File: src/rtl/pi1_ram_slave.sv
// pi1_ram_slave: pi1 responder over a single-ported word RAM with byte-lane writes,
// atomic swap and a programmable number of wait states.
module pi1_ram_slave #(
  parameter int ARCHBITSZ = 32,
  parameter int SIZE = 16,
  parameter int WAITCNT = 0,
  localparam int ADDRBITSZ = ARCHBITSZ - $clog2(ARCHBITSZ/8)
) (
  input  logic                   clk_i,
  input  logic                   rst_i,
  input  logic [1:0]             pi1_op_i,
  input  logic [ADDRBITSZ-1:0]   pi1_addr_i,
  input  logic [ARCHBITSZ-1:0]   pi1_data_i,
  output logic [ARCHBITSZ-1:0]   pi1_data_o,
  input  logic [ARCHBITSZ/8-1:0] pi1_sel_i,
  output logic                   pi1_rdy_o
);
  localparam int AW = $clog2(SIZE);
  localparam int NL = ARCHBITSZ/8;
  typedef enum logic {IDLE, BUSY} state_t;
  state_t state, state_nx;
  logic [7:0] cnt;
  logic [1:0] op_q;
  logic [AW-1:0] addr_q;
  logic [ARCHBITSZ-1:0] data_q, wdata;
  logic [NL-1:0] sel_q;
  logic [ARCHBITSZ-1:0] mem [SIZE];
  logic acc, done;
  logic unused_addr;
  assign unused_addr = ^pi1_addr_i[ADDRBITSZ-1:AW];
  assign acc = pi1_rdy_o && pi1_op_i != 2'd0;
  assign done = state == BUSY && cnt == 8'd0;
  always_ff @(posedge clk_i or negedge rst_i)
    if (!rst_i) state <= IDLE;
    else state <= state_nx;
  always_comb state_nx = state == IDLE ? (acc ? BUSY : IDLE) : (cnt == 8'd0 ? IDLE : BUSY);
  always_comb pi1_rdy_o = state == IDLE;
  // op[1] marks a read (RDOP/RWOP), op[0] marks a write (WROP/RWOP)
  always_ff @(posedge clk_i or negedge rst_i)
    if (!rst_i) begin
      cnt <= '0;
      op_q <= '0;
      addr_q <= '0;
      data_q <= '0;
      sel_q <= '0;
      pi1_data_o <= '0;
    end else begin
      if (acc) begin
        cnt <= 8'(WAITCNT);
        op_q <= pi1_op_i;
        addr_q <= pi1_addr_i[AW-1:0];
        data_q <= pi1_data_i;
        sel_q <= pi1_sel_i;
      end else if (state == BUSY && cnt != 8'd0) cnt <= cnt - 8'd1;
      if (done && op_q[1]) pi1_data_o <= mem[addr_q];
    end
  always_comb begin
    wdata = mem[addr_q];
    for (int i = 0; i < NL; i++)
      if (sel_q[i]) wdata[8*i +: 8] = data_q[8*i +: 8];
  end
  always_ff @(posedge clk_i)
    if (done && op_q[0]) mem[addr_q] <= wdata;
endmodule

File: config.mk
export PLATFORM = sky130hd
export DESIGN_NAME = pi1_ram_slave
export DESIGN_NICKNAME = d
export VERILOG_FILES = /design/src/rtl/pi1_ram_slave.sv
export SDC_FILE = /design/constraint.sdc
export NUM_CORES = 1
export LEC_CHECK = 0
export BUFFER_PORTS_ARGS = -buffer_cell sky130_fd_sc_hd__clkbuf_2
export CAP_MARGIN = 20
export CORE_ASPECT_RATIO = 0.75
export CORE_UTILIZATION = 40
export CTS_CLUSTER_DIAMETER = 50
export DETAILED_ROUTE_END_ITERATION = 6
export GPL_TIMING_DRIVEN = 1
export PLACE_DENSITY_LB_ADDON = 0.05
export SLEW_MARGIN = 20
export SYNTH_ARGS = -nofsm -noshare
export SYNTH_HDL_FRONTEND = slang
export SYNTH_SLANG_ARGS = --single-unit
export TNS_END_PERCENT = 20
File: constraint.sdc
create_clock -name clk_i -period 12.55 [get_ports clk_i]
set_input_delay 0.6275 -clock clk_i [delete_from_list [all_inputs] [get_ports clk_i]]
set_output_delay 0.6275 -clock clk_i [all_outputs]
set_load 0.005 [all_outputs]
* After elaboration in Yosys (flattened, before gate mapping)
Memories as Yosys holds them, arrays and structs flattened.
Index checks and enable logic that the tools add are counted.
** Word-level totals
- Input bits :: 70
- Logic and storage cells :: 30
- Output and inout bits :: 33
- Flip-flop bits (word level) :: 83
- RAM bits :: 512
- Memories :: 1
** Memory list
- mem :: words 16, width 32, rd ports 1, clocked after Yosys merged registers in 0, wr ports 1, RTL line 27 : logic [ARCHBITSZ-1:0] mem [SIZE];
** Cells by class
- Bitwise gates (word level) :: 1
- Multiplexer cells :: 11
- Reduce and logical (&&, ||, !) cells :: 9
- Add/subtract/negate cells :: 1
** Operators by type and width (number)
- $mux W8 :: 6
- $logic_not A8 Y1 :: 1
- $reduce_bool A8 Y1 :: 1
- $sub A8 B1 Y8 const B :: 1
- $logic_and A1 B1 Y1 :: 5
- $mux W1 :: 5
- $reduce_bool A2 Y1 :: 2
- $not A1 Y1 :: 1

* Depth between registers and ports, before layout
- Word-level depth :: 5
- Mapped depth :: 8
- Gate-level depth less buffers :: 6

* Least setup slack after synthesis
Ideal clock, no wire load.
- Path kind :: register -> register
- Start :: register cnt[0]
- End :: memory mem[1][0] (enable)
- Arrival time :: 3846 ps
- Path buffers :: 1
- Setup slack :: 8243 ps
- Stages on the path, launching flop included :: 8
- Clock period less this slack :: 4307 ps
- Data required time :: 12089 ps
- Setup time :: 461 ps
- Cell sequence :: dfrtp_1 > inv_1 > ha_1 > or4b_1 > buf_6 > nor4_1 > nand2_1 > nor3_1
** On the way
- Longest elaborated chain between the ends :: 5
** Ends and longest elaborated chain
- start, declared :: RTL line 22 : logic [7:0] cnt;
- start signal, assigned :: RTL line 49 : cnt <= 8'(WAITCNT);
- start signal, assigned :: RTL line 54 : end else if (state == BUSY && cnt != 8'd0) cnt <= cnt - 8'd1;
- $logic_not A8 Y1 :: RTL line 32 : assign done = state == BUSY && cnt == 8'd0;
- $logic_and A1 B1 Y1 :: RTL line 32
- $logic_and A1 B1 Y1 :: RTL line 63 : if (done && op_q[0]) mem[addr_q] <= wdata;
- $mux W1 :: RTL line 63
- $mux W1 (implied by the code) :: RTL line 63
- end, declared :: RTL line 27
No other way between the ends.

==> out/qor.csv <==
metric,value,unit
port bufs,76,
GRT overflow,0,
fillcell total,4949,
Vias,11094,
Power Density,244.0,nW/µm²
met2 global-route usage,0.2926,
Final HPWL DP,27320,µm
slew margin rel.,0.3124,
CTS Buf Count,61,
Mapped Area,23250,µm²
worst path required time,13.02,ns
Site Rows,76,
Yosys reg bits,595,
DRC,0,
Placed Instances,2051,
busiest layer in global routing,met2,
Die Ht,210.8,µm
crit-path max FO,43,
pin count of the biggest net entering global routing,59,
Post-CTS Resized,0,
Final setup violation count,0,
H-tree levels,2,
worst path arrival time,4.55,ns
Die W,280.4,µm
synth unique cells,30,
pre-CTS WS,8.324,ns
WL/cell,24.24,µm
num ports,103,
fin crit period,4.075,ns
CP Capture Type,register,
R2R cell count,7,
first-pass GRT wire length,76940,µm
Placer Congestion,0.6875,
setup TNS,0,ns
Final Cycle Share,0.3247,
Worst-Margin Slew,1.024,ns
multi-input logic area,5451,µm²
met1 usage,0.2593,
CP most frequent cell,buf_4,
critical-path cell list,buf_4 -> buf_4 -> mux4_2 -> mux2i_1 -> mux2_2 -> o21ai_0 -> buf_4,
Pleak,9.113,nW
Finished Layout Cells,2165,
unrepaired setup endpoints after global routing,no,
Critical Path Slowest Stage Cell,dfrtp_4,
Hold Buf Count CTS,0,
antenna cell count,0,
met3 usage,0.02677,
max-slew violations,0,
Crit path largest cell delay,0.95,ns
DRT antenna net count,0,
vias per inst,5.124,
Clock Sinks,595,
CP Class,reg -> reg,
clk_lat worst skew,0.61,ns
Layout area overhead,14.83,%
CTS tree,yes,
Worst-path clk slew,0.06,ns
Fmax,0.2454,GHz
vias in the first global route,11381,
setup ws final,8.475,ns
Post-CTS Setup Inserts,0,
Ys Warns,0,
critical path depth,7,
GRT Total Usage,0.1807,
Crit path max-delay family,buffers and inverters,
Starting DRT DRC Count,721,
crit start category,register,
initial antenna violation count,0,
area of the core,57440,µm²
syn avg cell area,19.41,µm²
Cells after Synth,1198,
"Core Util, Final",0.4649,
status,finished clean,
Max Cap Viol,0,
Post-Route Skew,0.01529,ns
DRT Wirelength,52480,µm
Max clock buf depth,3,
register area share after synthesis,0.7505,
layout cell share with drive strength beyond 1,0.2903,
Hold Slack,0.02299,ns
Min-Delay Path Class,in -> async,
die area,59110,µm²
CTS root buf,clkbuf_16,
Starting Density,0.4049,
post-synthesis net count,1270,
worst path bufs/invs,3,
storage element area,17460,µm²
drt pass-1 iters,6,
Nets,1406,
maximum vdd drop,0.0001198,V
Fin. Hold Viols,0,
worst paths after layout:
path / start / to / slack, ns
setup reg to reg: addr_q[2] / mem[1][9] / 8.48
min in group clk_i: pi1_sel_i[3] / sel_q[3] / 0.20
max in group asynchronous: rst_i / addr_q[2] / 11.41
hold / removal: rst_i / data_q[11] / 0.02
setup / recovery: addr_q[2] / mem[1][9] / 8.48
hold reg to reg: data_q[17] / data_q[17] / 0.47
routing by layer:
metal	part of all wire	up-vias	wire length, µm
li1	-	4961	-
met5	0	-	0
met3	0.033	73	1724
met4	0.016	0	842
met1	0.47	5894	24670
met2	0.48	166	25230
cells in the final DEF (no fill, tap or decap), drive strengths merged:
master	n
nor3b	1
o311ai	2
buf	59
nor3	8
nor4	1
clkbuf	163
dfrtp	83
bufinv	1
xor2	4
or4b	1
or3	1
nor2	19
mux2i	96
clkinv	20
o21ai	36
edfxtp	512
ha	2
clkinvlp	3
nand2	163
mux4	128
o41ai	2
inv	37
nand4	1
nand3b	1
nand2b	3
nand3	4
mux2	32
o211ai	2
report_power, final:
group | internal, W | leakage, nW | switching (W)
Clock | 0.000958 | 0.904 | 0.000745
Sequential | 0.00280 | 5.69 | 0.000202
Combinational | 0.000774 | 2.52 | 0.00104
final cells by class:
cell class                 count  share of cell area
multi-input combinational    507              0.2042
clock inverter                26            0.005998
timing repair buffer         134             0.03065
inverter                      35            0.004920
tap                          780             0.03655
clock buffer                  88             0.06368
sequential                   595              0.6540
registers in the layout (all words and copies together), names as in the netlist:
signal	cells
mem	512
data_q	32
pi1_data_o	32
cnt	8
addr_q	4
sel_q	4
op_q	2
state	1
cells in the mapped netlist (all sizes together):
| cell | number | area, µm² |
|---|---|---|
| buf | 40 | 280.3 |
| nand3b | 1 | 7.510 |
| o41ai | 2 | 17.52 |
| or3 | 1 | 6.260 |
| o211ai | 2 | 15.01 |
| ha | 2 | 25.02 |
| or4b | 1 | 10.01 |
| o311ai | 2 | 17.52 |
| nand3 | 4 | 20.02 |
| mux4 | 128 | 2883 |
| xor2 | 4 | 35.03 |
| dfrtp | 83 | 2077 |
| edfxtp | 512 | 15370 |
| nor2 | 19 | 71.32 |
| mux2 | 32 | 360.4 |
| o21ai | 36 | 180.2 |
| nor3 | 8 | 51.30 |
| nand2b | 3 | 18.77 |
| nand4 | 1 | 6.260 |
| nor3b | 1 | 7.510 |
| inv | 35 | 131.4 |
| nand2 | 163 | 611.8 |
| clkbuf | 21 | 78.83 |
| nor4 | 1 | 6.260 |
| mux2i | 96 | 960.9 |
metrics by stage:
step	cell area, µm²	total power, W
6_report	26700	0.006516
5_1_grt	26700	0.006871
4_1_cts	26690	0.006629
3_5_place_dp	24830	0.004910
3_3_place_gp	24830	0.004875
2_1_floorplan	23250	0.004234
cell families (layout without fill, tap and decap cells):
kind of cell	Yosys count	in the layout	synth area share
AO/OA/AOI/OAI	42	42	0.009900
multiplexers	256	256	0.1808
AND/OR/NAND/NOR	203	203	0.03514
buffers and inverters	96	283	0.02109
flip-flops	595	595	0.7505
adder cells (fa/ha/maj)	2	2	0.001076
XOR/XNOR	4	4	0.001506
No activity file was read; power rests on OpenSTA's default activity.
